### src/rtl/modport_apb_slave.sv
// APB slave target: four one-hot-selected word banks behind a two-phase
// (setup + access) APB cycle with no wait states. Reads are fetched at the
// setup edge so Prdata is stable for the whole access cycle. Writes commit
// at the access edge.
module modport_apb_slave #(
  parameter int NSLV   = 4,
  parameter int DEPTH  = 16,
  parameter int DATA_W = 32
) (
  input  logic              clk,
  input  logic              Hresetn,
  input  logic [NSLV-1:0]   Pselx,
  input  logic              Penable,
  input  logic              Pwrite,
  input  logic [31:0]       Paddr,
  input  logic [DATA_W-1:0] Pwdata,
  output logic [DATA_W-1:0] Prdata,
  output logic              sel_err
);

  localparam int SEL_W = (NSLV  > 1) ? $clog2(NSLV)  : 1;
  localparam int IDX_W = (DEPTH > 1) ? $clog2(DEPTH) : 1;

  // SETUP is the state during the access cycle (setup inputs already latched);
  // ACCESS is the cycle after the access edge, where a new setup may arrive.
  typedef enum logic [1:0] {
    IDLE   = 2'd0,
    SETUP  = 2'd1,
    ACCESS = 2'd2
  } state_t;

  state_t             state;
  logic [DATA_W-1:0]  bank [NSLV][DEPTH];

  // Transfer context latched in the setup phase.
  logic [SEL_W-1:0]   sel_q;
  logic [IDX_W-1:0]   idx_q;
  logic               wr_q;
  logic               ok_q;

  logic               sel_nz;
  logic               sel_onehot;
  logic [SEL_W-1:0]   sel_idx;
  logic [IDX_W-1:0]   addr_idx;
  logic               start;
  logic               do_write;

  // Only the word-index bits of Paddr carry meaning; the rest is ignored.
  logic               unused_paddr;
  assign unused_paddr = ^{Paddr[31:IDX_W+2], Paddr[1:0]};

  assign sel_nz     = |Pselx;
  assign sel_onehot = ($countones(Pselx) == 1);
  assign addr_idx   = Paddr[IDX_W+1:2];

  // Encode the one-hot select into a bank index.
  always_comb begin
    // NOTE: default first so every path assigns sel_idx and no latch is inferred.
    sel_idx = '0;
    for (int i = 0; i < NSLV; i++) begin
      if (Pselx[i]) sel_idx = SEL_W'(i);
    end
  end

  // A setup phase is recognised only outside the access cycle; Penable high
  // without a prior setup is ignored.
  assign start = (state != SETUP) && sel_nz && !Penable;

  // The write commits only when the select is still the legal one latched at setup.
  assign do_write = (state == SETUP) && Penable && wr_q && ok_q &&
                    sel_onehot && (sel_idx == sel_q);

  // Protocol FSM with registered read data and select-error flag.
  always_ff @(posedge clk or negedge Hresetn) begin
    if (!Hresetn) begin
      state   <= IDLE;
      sel_q   <= '0;
      idx_q   <= '0;
      wr_q    <= 1'b0;
      ok_q    <= 1'b0;
      Prdata  <= '0;
      sel_err <= 1'b0;
    end else begin
      // NOTE: non-blocking assignments so every register samples pre-edge values.
      case (state)
        IDLE, ACCESS: begin
          if (start) begin
            state <= SETUP;
            sel_q <= sel_idx;
            idx_q <= addr_idx;
            wr_q  <= Pwrite;
            ok_q  <= sel_onehot;
            if (sel_onehot) begin
              sel_err <= 1'b0;
              if (!Pwrite) Prdata <= bank[sel_idx][addr_idx];
            end else begin
              Prdata  <= '0;
              sel_err <= 1'b1;
            end
          end else begin
            state <= IDLE;
          end
        end
        SETUP:   state <= ACCESS;
        default: state <= IDLE;
      endcase
    end
  end

  // Register banks; written only at a legal access edge.
  always_ff @(posedge clk or negedge Hresetn) begin
    if (!Hresetn) begin
      // NOTE: the banks are flops, not RAM, because they must read back zero after reset.
      for (int s = 0; s < NSLV; s++) begin
        for (int w = 0; w < DEPTH; w++) begin
          bank[s][w] <= '0;
        end
      end
    end else if (do_write) begin
      bank[sel_q][idx_q] <= Pwdata;
    end
  end

endmodule

### config.mk
export PLATFORM = sky130hd
export DESIGN_NAME = modport_apb_slave
export DESIGN_NICKNAME = d
export VERILOG_FILES = /design/src/rtl/modport_apb_slave.sv
export SDC_FILE = /design/constraint.sdc
export NUM_CORES = 2
export LEC_CHECK = 0
export CORE_UTILIZATION = 28
export DETAILED_ROUTE_END_ITERATION = 7
export PLACE_DENSITY_LB_ADDON = 0.2
export REMOVE_ABC_BUFFERS = 1
export SLEW_MARGIN = 25
export SYNTH_ARGS = -nofsm -noshare
export SYNTH_HDL_FRONTEND = slang
export SYNTH_SLANG_ARGS = --single-unit
### constraint.sdc
create_clock -name clk -period 5.4 [get_ports clk]
set_input_delay 0.81 -clock clk [delete_from_list [all_inputs] [get_ports clk]]
set_output_delay 0.81 -clock clk [all_outputs]
set_load 0.01 [all_outputs]
==> results.py <==
metrics = {
    "worst_hold_path": {
        "hold_path.class": "in -> reg",
        "holdPathStages": 2,
        "min_from": "Pwdata[19]",
    },
    "global_route": {
        "antenna_found_initial": 24,
        "grt_use_total": 0.186,
        "grt_pass1_vias": 65800,
        "grt_overflow": 0,
        "grt_pass1_wl_mm": 479,
        "grt_start_max_net_pins": 164,
    },
    "layout": {
        "drive_above_1_share": 0.407,
        "area_delta_synth_final_pct": 15.1,
        "fin_nets": 7162,
    },
    "setup_path": {
        "worstPathArrival_ns": 4.68,
        "crit_start": "Pselx[0]",
        "crit_fanout": 16,
        "critPathSlowestCell": "fa_1",
        "max_stage_delay_ns": 0.57,
        "required_ns": 6.16,
        "r2r_start": "state[0]",
        "crit_cells": 14,
        "cpLargestDelayFamily": "simple AND/OR/NAND/NOR gates",
        "start_kind": "input pin",
        "path_class": "in -> reg",
        "path_buf_inv": 5,
        "rr_worst_depth": 9,
        "path_cells": "clkdlybuf4s50_1, inv_1, fa_1, inv_1, ha_1, ha_1, nor3b_1, nand3_1, nor2_1, nand3_2, buf_4, nor2_4, buf_12, mux2_2",
        "crit_path_end_kind": "flip-flop",
    },
    "timing": {
        "tightest_slew_ns": 1.08,
        "fin_crit_sh": 0.727,
        "drv_slew": 0,
        "setup_violations": 0,
        "grt_setup_unrepaired": "false",
        "hold_viol_final": 0,
        "clock.fmax_mhz": 255,
        "whs_ns": 0.291,
        "fin_skew_ns": 0.0667,
        "fin_crit_ns": 3.92,
        "relSlewSlack": 0.268,
    },
    "route": {
        "drt_iter0_drc": 4131,
        "drc": 0,
        "drt_first_pass_iters": 5,
        "ant_nets": 0,
        "avgViaCountPerCell": 5.29,
        "routed_wl_mm": 328,
        "wire_per_inst_um": 27.6,
        "vias": 62700,
    },
    "place": {
        "port_buffers": 76,
        "gp_congestion": 0.777,
        "dp_hpwl_mm": 196,
    },
    "die": {
        "die_w_um": 590,
        "ios": 105,
        "initial_core_util": 0.282,
        "core_um2": 344000,
        "core.rowCount": 215,
        "die_h_um": 590,
        "dieArea_um2": 349000,
    },
    "clocking": {
        "cts_resized": 0,
        "cts_max_path_buffers": 4,
        "cts_buffers": 242,
        "clockRootBuffer": "clkbuf_16",
        "clock_latency_ns": 0.91,
        "h-tree-depth": 4,
        "post_cts_buffers": 0,
        "clock_sinks": 2091,
        "clk_pin_slew_ns": 0.06,
        "cts_tree": "done",
    },
    "power": {
        "power_per_cell_area_nw_per_um2": 311,
        "ir_drop_mv": 0.265,
        "p_leak_nw": 54.1,
        "total_power_mw": 34.7,
    },
    "synthesis": {
        "ys_seq_area_frac": 0.540,
        "ys_warn_count": 0,
        "yosys.area.top_type": "dfrtp_1",
        "syn-instance-count": 7197,
        "synthFlopType": "dfrtp_1",
        "ys_ff_latch": 2091,
        "synth_top_cell_area_share": 0.540,
        "ys_async_sr_fraction": 1.00,
        "ys_top_cells_by_area": "dfrtp_1 (54%), mux2_2 (22%), mux2_1 (3.9%)",
        "synth_edf_count": 0,
        "yosysUniqueCellTypes": 58,
        "syn_avg_cell_area_um2": 13.5,
        "synth_area_um2": 96900,
    },
    "status": {
        "outcome": "finished clean",
    },
    "run": {
        "drv_cap": 0,
    },
}
-- cells by family after synthesis --
group	Yosys count	share of synthesized area
AO/OA/AOI/OAI	1120	0.0895
adder cells (fa/ha/maj)	4	0.000594
buffers and inverters	741	0.0339
flip-flops	2091	0.540
multiplexers	2616	0.304
AND/OR/NAND/NOR	625	0.0324
-- synth_stat cells (27+ instances only) --
cell,count
nand2_1,211
a221o_1,28
nor2_1,106
mux2_4,30
mux2i_1,305
o311ai_0,27
buf_2,215
a211oi_1,33
o21ai_0,143
o221ai_1,166
or4_1,31
nor3_1,31
mux2_1,339
or3_1,30
nand4_1,37
buf_6,30
a211o_1,31
a22o_1,31
mux2_2,1918
nand3_1,69
a22oi_1,88
nor2b_1,41
dfrtp_1,2091
clkbuf_1,402
o211ai_1,47
o22ai_1,122
nor3b_1,29
a311oi_1,31
o221a_2,191
buf_1,84
a21oi_1,151
-- what timing repair did --
action                                 4_1_cts  5_1_grt
setup endpoints to repair                    0        0
hold buffers                                 1        0
endpoints found under the hold margin       46        0
-- final cells by class --
cell class	instances	area, µm²
repair buffers	377	3730
diodes	16	40.0
fillers	33900	232000
clock inverters	68	841
multi-input cells	4365	41700
clock buffers	368	7180
well taps	4557	5700
flip-flops and latches	2091	52300
inverters	9	43.8
-- path summary, 6_finish.rpt --
path / endpoint / slack, ns
max in group asynchronous: bank[1874] / 3.35
max: bank[440] / 1.48
min reg2reg: state[1] / 0.42
max reg2reg: Prdata[21] / 2.27
min in group asynchronous: bank[1277] / 0.55
min: bank[595] / 0.29
-- power by group --
group	switching [mW]	internal, mW	leakage [nW]
clock network	6.76	9.87	3.97
logic	1.73	0.578	20.9
registers	0.0714	15.7	29.2
-- registers in the layout, summed over array words and instances, names as in the netlist --
signal,cells
Prdata,32
bank,2048
idx_q,4
ok_q,1
sel_err,1
sel_q,2
state,2
wr_q,1
-- routing by layer --
layer  part of all wire  global-route usage
met2               0.47               0.305
met5            0.00016                   0
met4              0.026              0.0516
met3              0.043              0.0229
met1               0.46               0.259
-- cell usage in the layout, fill, tap and decap left out, types with 37 or more instances in the layout --
| cell type | synthesis | final |
|---|---|---|
| nand3_1 | 69 | 67 |
| dfrtp_1 | 2091 | 2091 |
| clkinv_2 | 0 | 41 |
| nand2_1 | 211 | 188 |
| o221ai_1 | 166 | 166 |
| o22ai_1 | 122 | 122 |
| clkbuf_8 | 0 | 59 |
| a21oi_1 | 151 | 151 |
| o21ai_0 | 143 | 143 |
| a22oi_1 | 88 | 88 |
| buf_4 | 0 | 234 |
| nor2_4 | 0 | 37 |
| clkbuf_16 | 0 | 245 |
| nand4_1 | 37 | 37 |
| clkbuf_1 | 402 | 64 |
| nor2_1 | 106 | 79 |
| mux2_2 | 1918 | 1918 |
| o221a_2 | 191 | 191 |
| buf_12 | 0 | 68 |
| mux2i_1 | 305 | 305 |
| mux2_1 | 339 | 339 |
| clkdlybuf4s50_1 | 0 | 38 |
| o211ai_1 | 47 | 47 |
-- metrics by stage --
step	area [µm²]	cells	setup slack (ns)	TNS, ns	util
global placement	104000	11400	0.517	0	0.301
floorplan	93700	6465	-4.55	-5182.00	-
finish	112000	11900	1.48	0	0.325
CTS	112000	11800	1.52	0	0.324
global route	112000	11800	1.36	0	0.324
detailed placement	104000	11400	0.551	0	0.301
Note: power is estimated with default switching activity, not from simulation.
